## config.mk

```make
export PLATFORM = sky130hd
export DESIGN_NAME = fnd_ctrl_watch
export DESIGN_NICKNAME = d
export VERILOG_FILES = /design/src/rtl/fnd_ctrl_watch.sv
export SDC_FILE = /design/constraint.sdc
export NUM_CORES = 1
export LEC_CHECK = 0
export CAP_MARGIN = 30
export CORE_MARGIN = 4
export CORE_UTILIZATION = 61
export DETAILED_ROUTE_END_ITERATION = 16
export PLACE_DENSITY = 0.85
export SYNTH_ARGS = -nofsm -noshare
export SYNTH_HDL_FRONTEND = slang
export SYNTH_SLANG_ARGS = --single-unit
```

## constraint.sdc

```tcl
create_clock -name clk -period 9.8 [get_ports clk]
set_input_delay 1.47 -clock clk [delete_from_list [all_inputs] [get_ports clk]]
set_output_delay 1.47 -clock clk [all_outputs]
set_load 0.005 [all_outputs]
```

## src/rtl/fnd_ctrl_watch.sv

```systemverilog
// fnd_ctrl_watch: four-digit common-anode 7-segment scan controller for the
// watch datapath. Scans one digit per scan_tick and snapshots the time once
// per frame so a frame never mixes old and new values. The dot on dig2
// blinks at 1 Hz from the centisecond count.
// Optional feature macro: FND_BLINK_EN blanks the field being edited while
// msec >= 50. When undefined, edit_en and field_sel are ignored.
module fnd_ctrl_watch #(
  parameter int CLK_HZ  = 100_000_000,
  parameter int SCAN_HZ = 1000
) (
  input  logic       clk,
  input  logic       rst,
  input  logic [6:0] msec,
  input  logic [5:0] sec,
  input  logic [5:0] min,
  input  logic [4:0] hour,
  input  logic       disp_sel,
  input  logic       edit_en,
  input  logic [1:0] field_sel,
  output logic [3:0] fnd_com,
  output logic [7:0] fnd_data
);

  localparam int DIV   = CLK_HZ / SCAN_HZ;
  localparam int CNT_W = (DIV > 1) ? $clog2(DIV) : 1;
  localparam logic [CNT_W-1:0] CNT_MAX = CNT_W'(DIV - 1);

  logic [CNT_W-1:0] presc;
  logic             scan_tick;
  logic [1:0]       dig;

  logic [6:0] msec_s;
  logic [5:0] sec_s;
  logic [5:0] min_s;
  logic [4:0] hour_s;
  logic       disp_sel_s;

  logic [6:0] v_hi;
  logic [6:0] v_lo;
  logic [7:0] seg_nx;
  logic [3:0] com_nx;
  logic [3:0] com_p1;
  logic [7:0] seg_p1;

  // Segment pattern for one decimal digit, dp off; anything above 9 shows "-".
  function automatic logic [7:0] seg7(input logic [3:0] d);
    case (d)
      4'd0:    seg7 = 8'hC0;
      4'd1:    seg7 = 8'hF9;
      4'd2:    seg7 = 8'hA4;
      4'd3:    seg7 = 8'hB0;
      4'd4:    seg7 = 8'h99;
      4'd5:    seg7 = 8'h92;
      4'd6:    seg7 = 8'h82;
      4'd7:    seg7 = 8'hF8;
      4'd8:    seg7 = 8'h80;
      4'd9:    seg7 = 8'h90;
      default: seg7 = 8'hBF;
    endcase
  endfunction

  // Tens (hi=1) or ones (hi=0) digit of a two-digit field value.
  function automatic logic [3:0] digit_val(input logic [6:0] v, input logic hi);
    logic [6:0] q;
    q = hi ? (v / 7'd10) : (v % 7'd10);
    return q[3:0];
  endfunction

  assign scan_tick = (presc == CNT_MAX);

  // Prescaler producing the one-cycle digit-advance pulse.
  always_ff @(posedge clk or negedge rst) begin
    if (!rst) presc <= '0;
    else if (scan_tick) presc <= '0;
    else presc <= presc + 1'b1;
  end

  // Digit index advances on every scan tick and wraps 3 -> 0.
  always_ff @(posedge clk or negedge rst) begin
    if (!rst) dig <= 2'd0;
    else if (scan_tick) dig <= dig + 2'd1;
  end

  // Frame snapshot, taken on the tick that closes the frame (dig 3 -> 0).
  always_ff @(posedge clk or negedge rst) begin
    if (!rst) begin
      msec_s     <= '0;
      sec_s      <= '0;
      min_s      <= '0;
      hour_s     <= '0;
      disp_sel_s <= 1'b0;
    end else if (scan_tick && dig == 2'd3) begin
      msec_s     <= msec;
      sec_s      <= sec;
      min_s      <= min;
      hour_s     <= hour;
      disp_sel_s <= disp_sel;
    end
  end

`ifdef FND_BLINK_EN
  logic       edit_en_s;
  logic [1:0] field_sel_s;
  logic       blank;

  // Edit-mode state is snapshotted with the time so blinking is frame-aligned.
  always_ff @(posedge clk or negedge rst) begin
    if (!rst) begin
      edit_en_s   <= 1'b0;
      field_sel_s <= 2'd3;
    end else if (scan_tick && dig == 2'd3) begin
      edit_en_s   <= edit_en;
      field_sel_s <= field_sel;
    end
  end

  // Blank the edited field's digit pair during the second half of each second.
  always_comb begin
    blank = 1'b0;
    if (edit_en_s && msec_s >= 7'd50) begin
      if (!disp_sel_s && field_sel_s == 2'd0 && dig[1]) blank = 1'b1;
      if (disp_sel_s && field_sel_s == 2'd1 && !dig[1]) blank = 1'b1;
      if (disp_sel_s && field_sel_s == 2'd2 && dig[1])  blank = 1'b1;
    end
  end
`else
  logic unused_edit;
  assign unused_edit = ^{edit_en, field_sel};
`endif

  // Decode the current digit from the snapshot, including dp and blanking.
  always_comb begin
    v_hi   = disp_sel_s ? {2'b00, hour_s} : {1'b0, sec_s};
    v_lo   = disp_sel_s ? {1'b0, min_s} : msec_s;
    seg_nx = 8'hFF;
    case (dig)
      2'd3:    seg_nx = seg7(digit_val(v_hi, 1'b1));
      2'd2:    seg_nx = seg7(digit_val(v_hi, 1'b0));
      2'd1:    seg_nx = seg7(digit_val(v_lo, 1'b1));
      default: seg_nx = seg7(digit_val(v_lo, 1'b0));
    endcase
`ifdef FND_BLINK_EN
    if (blank) seg_nx = 8'hFF;
`endif
    if (dig == 2'd2 && msec_s < 7'd50) seg_nx[7] = 1'b0;
    com_nx = ~(4'b0001 << dig);
  end

  // Registered pin drivers, refreshed on each scan tick; dark during reset.
  always_ff @(posedge clk or negedge rst) begin
    if (!rst) begin
      com_p1 <= 4'b1111;
      seg_p1 <= 8'hFF;
    end else if (scan_tick) begin
      com_p1 <= com_nx;
      seg_p1 <= seg_nx;
    end
  end

  assign fnd_com  = com_p1;
  assign fnd_data = seg_p1;

endmodule

```

==> report_table.html <==
<table>
<tr><th>Metric</th><th>Value</th></tr>
<tr><th colspan="2">Floorplanning</th></tr>
<tr><td>Die width</td><td>~90 µm</td></tr>
<tr><td>Initial core utilization</td><td>0.627</td></tr>
<tr><td>Core box area</td><td>6760 µm²</td></tr>
<tr><td>Count of boundary I/O pins</td><td>between 40 and 50</td></tr>
<tr><td>Row count</td><td>30</td></tr>
<tr><td>Die Footprint</td><td>8340 µm²</td></tr>
<tr><td>Die Y-Extent</td><td>91.3 µm</td></tr>
<tr><th colspan="2">Cells and area</th></tr>
<tr><td>Most frequent standard cell in the layout excluding fill and tap cells</td><td>sky130_fd_sc_hd__dfrtp_1</td></tr>
<tr><td>Multi-input gate area</td><td>around 2600 µm²</td></tr>
<tr><td>Register area</td><td>about 1400 µm²</td></tr>
<tr><td>Most frequent cells in the layout</td><td>sky130_fd_sc_hd__dfrtp_1, sky130_fd_sc_hd__nand2_1, sky130_fd_sc_hd__clkdlybuf4s50_1</td></tr>
<tr><td>Ratio of cells with drive above 1 in the final layout</td><td>0.144</td></tr>
<tr><td>Final design utilization</td><td>0.709</td></tr>
<tr><td>Diodes inserted</td><td>0</td></tr>
<tr><td>NumNets Final</td><td>about 550</td></tr>
<tr><td>Finished layout cell area</td><td>4790 µm²</td></tr>
<tr><td>Area growth syn-to-layout</td><td>13.1%</td></tr>
<tr><td>Filler Cells Inserted</td><td>between 400 and 500</td></tr>
<tr><th colspan="2">Routing</th></tr>
<tr><td>Post-detailed-route count of antenna-violating nets</td><td>0</td></tr>
<tr><td>First-pass DRT Iterations</td><td>7</td></tr>
<tr><td>Post-detailed-route wirelength per cell</td><td>~17 µm</td></tr>
<tr><td>Via count</td><td>about 3600</td></tr>
<tr><td>DRC marker count from the first detailed-route iteration</td><td>~210</td></tr>
<tr><td>Via density per instance</td><td>about 6.3</td></tr>
<tr><td>Routed wire length</td><td>~9500 µm</td></tr>
<tr><td>Final routed DRC violation total</td><td>0</td></tr>
<tr><th colspan="2">Logic synthesis</th></tr>
<tr><td>Fraction of registers with async set or reset after synthesis</td><td>1.00</td></tr>
<tr><td>Syn_nets</td><td>515</td></tr>
<tr><td>Number of different library cells in the post-synthesis netlist</td><td>74</td></tr>
<tr><td>Flip-flop and latch count after synthesis</td><td>56</td></tr>
<tr><td>Post-Syn Area per Cell</td><td>~9.4 µm²</td></tr>
<tr><td>Number of enable-type register cells in the synthesized netlist</td><td>0</td></tr>
<tr><td>Synth Cell Area</td><td>~4200 µm²</td></tr>
<tr><td>Seq/Total Area, Yosys</td><td>0.334</td></tr>
<tr><td>Fraction of post-synthesis cell area in the top cell type by area</td><td>0.260</td></tr>
<tr><td>Top flip-flop cell by instance count after synthesis</td><td>sky130_fd_sc_hd__dfrtp_1</td></tr>
<tr><td>Cells taking the most area after synthesis</td><td>sky130_fd_sc_hd__dfrtp_1, sky130_fd_sc_hd__ha_1, sky130_fd_sc_hd__mux2_2, sky130_fd_sc_hd__dfstp_2, sky130_fd_sc_hd__nand2_1</td></tr>
<tr><td>Cell taking the most area after synthesis</td><td>sky130_fd_sc_hd__dfrtp_1</td></tr>
<tr><td>Cell count after synthesis</td><td>~450</td></tr>
<tr><td>Synth Warn #</td><td>0</td></tr>
<tr><th colspan="2">Min path</th></tr>
<tr><td>Start point of the worst min-delay path</td><td>fnd_data[4]$_DFFE_PN1N_</td></tr>
<tr><td>Worst min-delay path category</td><td>flop to flop</td></tr>
<tr><td>Hold depth</td><td>2</td></tr>
<tr><td>WHS Endpoint</td><td>fnd_data[4]$_DFFE_PN1N_</td></tr>
<tr><th colspan="2">Critical path</th></tr>
<tr><td>Critical Path AT</td><td>6.32 ns</td></tr>
<tr><td>Max FO, Critical Path</td><td>12</td></tr>
<tr><td>WS Path Type</td><td>flop to flop</td></tr>
<tr><td>Worst-case reg-to-reg path depth</td><td>24</td></tr>
<tr><td>Crit. End Element</td><td>flop</td></tr>
<tr><td>Reg-to-Reg Start</td><td>disp_sel_s$_DFFE_PN0P_</td></tr>
<tr><td>Reg2reg setup slack</td><td>~3.7 ns</td></tr>
<tr><td>Required time of the worst setup path</td><td>between 10 and 15 ns</td></tr>
<tr><td>Startpoint type of the worst setup path</td><td>flop</td></tr>
<tr><td>Reg2reg end</td><td>fnd_data[4]$_DFFE_PN1N_</td></tr>
<tr><th colspan="2">Status</th></tr>
<tr><td>Result of the run</td><td>finished clean</td></tr>
<tr><th colspan="2">CTS</th></tr>
<tr><td>Clock transition at the registers of the reported paths</td><td>roughly 0.090 ns</td></tr>
<tr><td>Clock buffer depth</td><td>2</td></tr>
<tr><td>Total of cells resized after clock tree synthesis</td><td>0</td></tr>
<tr><td>Clock tree root driver cell</td><td>sky130_fd_sc_hd__clkbuf_8</td></tr>
<tr><td>Hold buffer count at cts</td><td>0</td></tr>
<tr><td>Clock latency reported for the late side of the worst-skew pair</td><td>a little over 0.3 ns</td></tr>
<tr><td>Post-CTS setup-driven buffer insertion count</td><td>0</td></tr>
<tr><td>Count of H-tree levels built during CTS</td><td>2</td></tr>
<tr><td>Number of buffers inserted during clock tree synthesis</td><td>5</td></tr>
<tr><td>Clk sink count</td><td>56</td></tr>
<tr><td>Clock tree from TritonCTS</td><td>done</td></tr>
<tr><th colspan="2">Timing</th></tr>
<tr><td>Slew of the pin with the lowest slew margin</td><td>between 0.9 and 1 ns</td></tr>
<tr><td># setup viols final</td><td>0</td></tr>
<tr><td>TNS Setup</td><td>0 ns</td></tr>
<tr><td>Number of failing hold endpoints at the final stage</td><td>0</td></tr>
<tr><td>Top achievable clock speed</td><td>164 MHz</td></tr>
<tr><td>RSZ-0062 raised after global routing</td><td>no</td></tr>
<tr><td>Post-Route Skew</td><td>between 0.01 and 0.015 ns</td></tr>
<tr><td>Tmin final</td><td>between 6 and 7 ns</td></tr>
<tr><td>Final worst-path cycle share</td><td>0.621</td></tr>
<tr><td>Relative slew slack</td><td>0.373</td></tr>
<tr><td>Worst setup slack after layout</td><td>about 3.7 ns</td></tr>
<tr><td>Number of max-slew violations in the final report</td><td>0</td></tr>
<tr><th colspan="2">Power and ir drop</th></tr>
<tr><td>Power per cell area</td><td>115 nW/µm²</td></tr>
<tr><td>Static power due to leakage</td><td>approximately 0.002 µW</td></tr>
<tr><td>Largest vdd supply drop</td><td>~0.064 mV</td></tr>
<tr><th colspan="2">Global route</th></tr>
<tr><td>Pin count of the biggest net entering global routing</td><td>57</td></tr>
<tr><td>Total congestion overflow</td><td>0</td></tr>
<tr><td>Number of global-route vias before repair</td><td>3469</td></tr>
<tr><td>Number of antenna violations at the first check in global routing</td><td>0</td></tr>
<tr><td>First-pass GRT wire length</td><td>about 16000 µm</td></tr>
<tr><td>Global Route Usage Sum</td><td>0.228</td></tr>
<tr><th colspan="2">Placement</th></tr>
<tr><td>Final weighted congestion in routability-driven placement</td><td>0.891</td></tr>
<tr><td>Dpl cell area</td><td>between 4000 and 5000 µm²</td></tr>
<tr><td># port buffers</td><td>38</td></tr>
<tr><td>DP HPWL</td><td>6960 µm</td></tr>
<tr><td>Worst slack, placed</td><td>~3.9 ns</td></tr>
<tr><th colspan="2">Run</th></tr>
<tr><td>Max-cap check violation count</td><td>0</td></tr>
</table>
==> layer usage <==
metal | global-route usage | up-vias | routed length, µm
li1 | - | 1723 | -
met1 | 0.299 | 1720 | 4030
met2 | 0.387 | 122 | 4800
met3 | 0.0290 | 24 | 462
met4 | 0.0804 | 0 | 210
met5 | 0 | - | 0
==> report_power, final <==
group	internal, µW	total, µW	switching, µW
combinational	68.1	171	103
sequential	236	244	7.14
clock	66.4	138	71.7
total	371	552	181
==> critical path, stage by stage, from the launching register on <==
cell and delay (ns):
sky130_fd_sc_hd__dfrtp_1 0.62, sky130_fd_sc_hd__mux2i_1 0.25, sky130_fd_sc_hd__inv_1 0.09, sky130_fd_sc_hd__ha_1 0.25, sky130_fd_sc_hd__nor2_1 0.26, sky130_fd_sc_hd__nor2_1 0.13, sky130_fd_sc_hd__mux2i_1 0.52, sky130_fd_sc_hd__ha_1 0.34
sky130_fd_sc_hd__nor4bb_1 0.30, sky130_fd_sc_hd__a311oi_1 0.13, sky130_fd_sc_hd__a22oi_4 0.42, sky130_fd_sc_hd__inv_2 0.18, sky130_fd_sc_hd__xnor2_1 0.23, sky130_fd_sc_hd__ha_1 0.26, sky130_fd_sc_hd__nor2_1 0.06, sky130_fd_sc_hd__o31ai_1 0.35
sky130_fd_sc_hd__nor2b_1 0.28, sky130_fd_sc_hd__nand2b_1 0.17, sky130_fd_sc_hd__mux2i_1 0.33, sky130_fd_sc_hd__inv_1 0.14, sky130_fd_sc_hd__ha_1 0.21, sky130_fd_sc_hd__inv_1 0.05, sky130_fd_sc_hd__o31ai_1 0.07, sky130_fd_sc_hd__o2111a_1 0.26
sky130_fd_sc_hd__a21oi_1 0.11
==> flip-flops by register name (all words and copies together) (netlist names) <==
signal and cells:
disp_sel_s 1, presc 17, msec_s 7, dig 2, sec_s 6, fnd_com 4
hour_s 5, fnd_data 8, min_s 6
==> per-stage QoR <==
stage	power (µW)	cells	hold slack [ns]
after floorplan	366	451	0.446
after global placement	403	557	0.461
after detailed placement	412	557	0.462
after CTS	552	565	0.477
after global routing	587	566	0.494
final	552	566	0.473
==> worst max-delay path by stage <==
stage | start | to | slack, ns | depth (start not counted)
2_1_floorplan | disp_sel_s$_DFFE_PN0P_ | fnd_data[4]$_DFFE_PN1N_ | 4.86 | 25
3_3_place_gp | disp_sel_s$_DFFE_PN0P_ | fnd_data[4]$_DFFE_PN1N_ | 4.11 | 24
3_5_place_dp | disp_sel_s$_DFFE_PN0P_ | fnd_data[4]$_DFFE_PN1N_ | 3.88 | 24
4_1_cts | disp_sel_s$_DFFE_PN0P_ | fnd_data[4]$_DFFE_PN1N_ | 3.84 | 24
5_1_grt | disp_sel_s$_DFFE_PN0P_ | fnd_data[4]$_DFFE_PN1N_ | 3.18 | 24
6_report | disp_sel_s$_DFFE_PN0P_ | fnd_data[4]$_DFFE_PN1N_ | 3.72 | 24
==> synth_stat cells, types with 3 or more instances <==
library cell,instances
sky130_fd_sc_hd__dfrtp_1,44
sky130_fd_sc_hd__nor3_1,10
sky130_fd_sc_hd__o211ai_1,4
sky130_fd_sc_hd__o31ai_1,4
sky130_fd_sc_hd__a211oi_1,3
sky130_fd_sc_hd__mux2i_1,11
sky130_fd_sc_hd__clkbuf_1,11
sky130_fd_sc_hd__and3_1,8
sky130_fd_sc_hd__inv_1,28
sky130_fd_sc_hd__nand3_1,14
sky130_fd_sc_hd__nand4_1,6
sky130_fd_sc_hd__o311ai_0,3
sky130_fd_sc_hd__nor2b_1,4
sky130_fd_sc_hd__dfstp_2,12
sky130_fd_sc_hd__a31oi_1,13
sky130_fd_sc_hd__ha_1,34
sky130_fd_sc_hd__nor4_1,4
sky130_fd_sc_hd__o221ai_1,3
sky130_fd_sc_hd__o21ai_0,21
sky130_fd_sc_hd__xnor2_1,12
sky130_fd_sc_hd__a21boi_0,5
sky130_fd_sc_hd__xor2_1,4
sky130_fd_sc_hd__mux2_2,30
sky130_fd_sc_hd__or3_1,4
sky130_fd_sc_hd__a21oi_1,20
sky130_fd_sc_hd__and2_1,6
sky130_fd_sc_hd__nand2_1,40
sky130_fd_sc_hd__nand2b_1,7
sky130_fd_sc_hd__o32ai_1,3
sky130_fd_sc_hd__nor2_1,25
sky130_fd_sc_hd__a21o_1,5
==> kinds of logic after synthesis <==
kind of cell	after synthesis	synth area share
AO/OA/AOI/OAI	116	0.200
XOR/XNOR	16	0.0331
adder cells (fa/ha/maj)	35	0.103
buffers and inverters	44	0.0431
flip-flops	56	0.334
multiplexers	42	0.109
AND/OR/NAND/NOR	142	0.178
==> final cells by class <==
type	count	share of cell area
clock buffer	8	0.0212
inverter	29	0.0227
multi-input combinational	351	0.551
sequential	56	0.296
tap	80	0.0209
timing repair buffer	42	0.0888
Power figures use the tool's default switching activity.
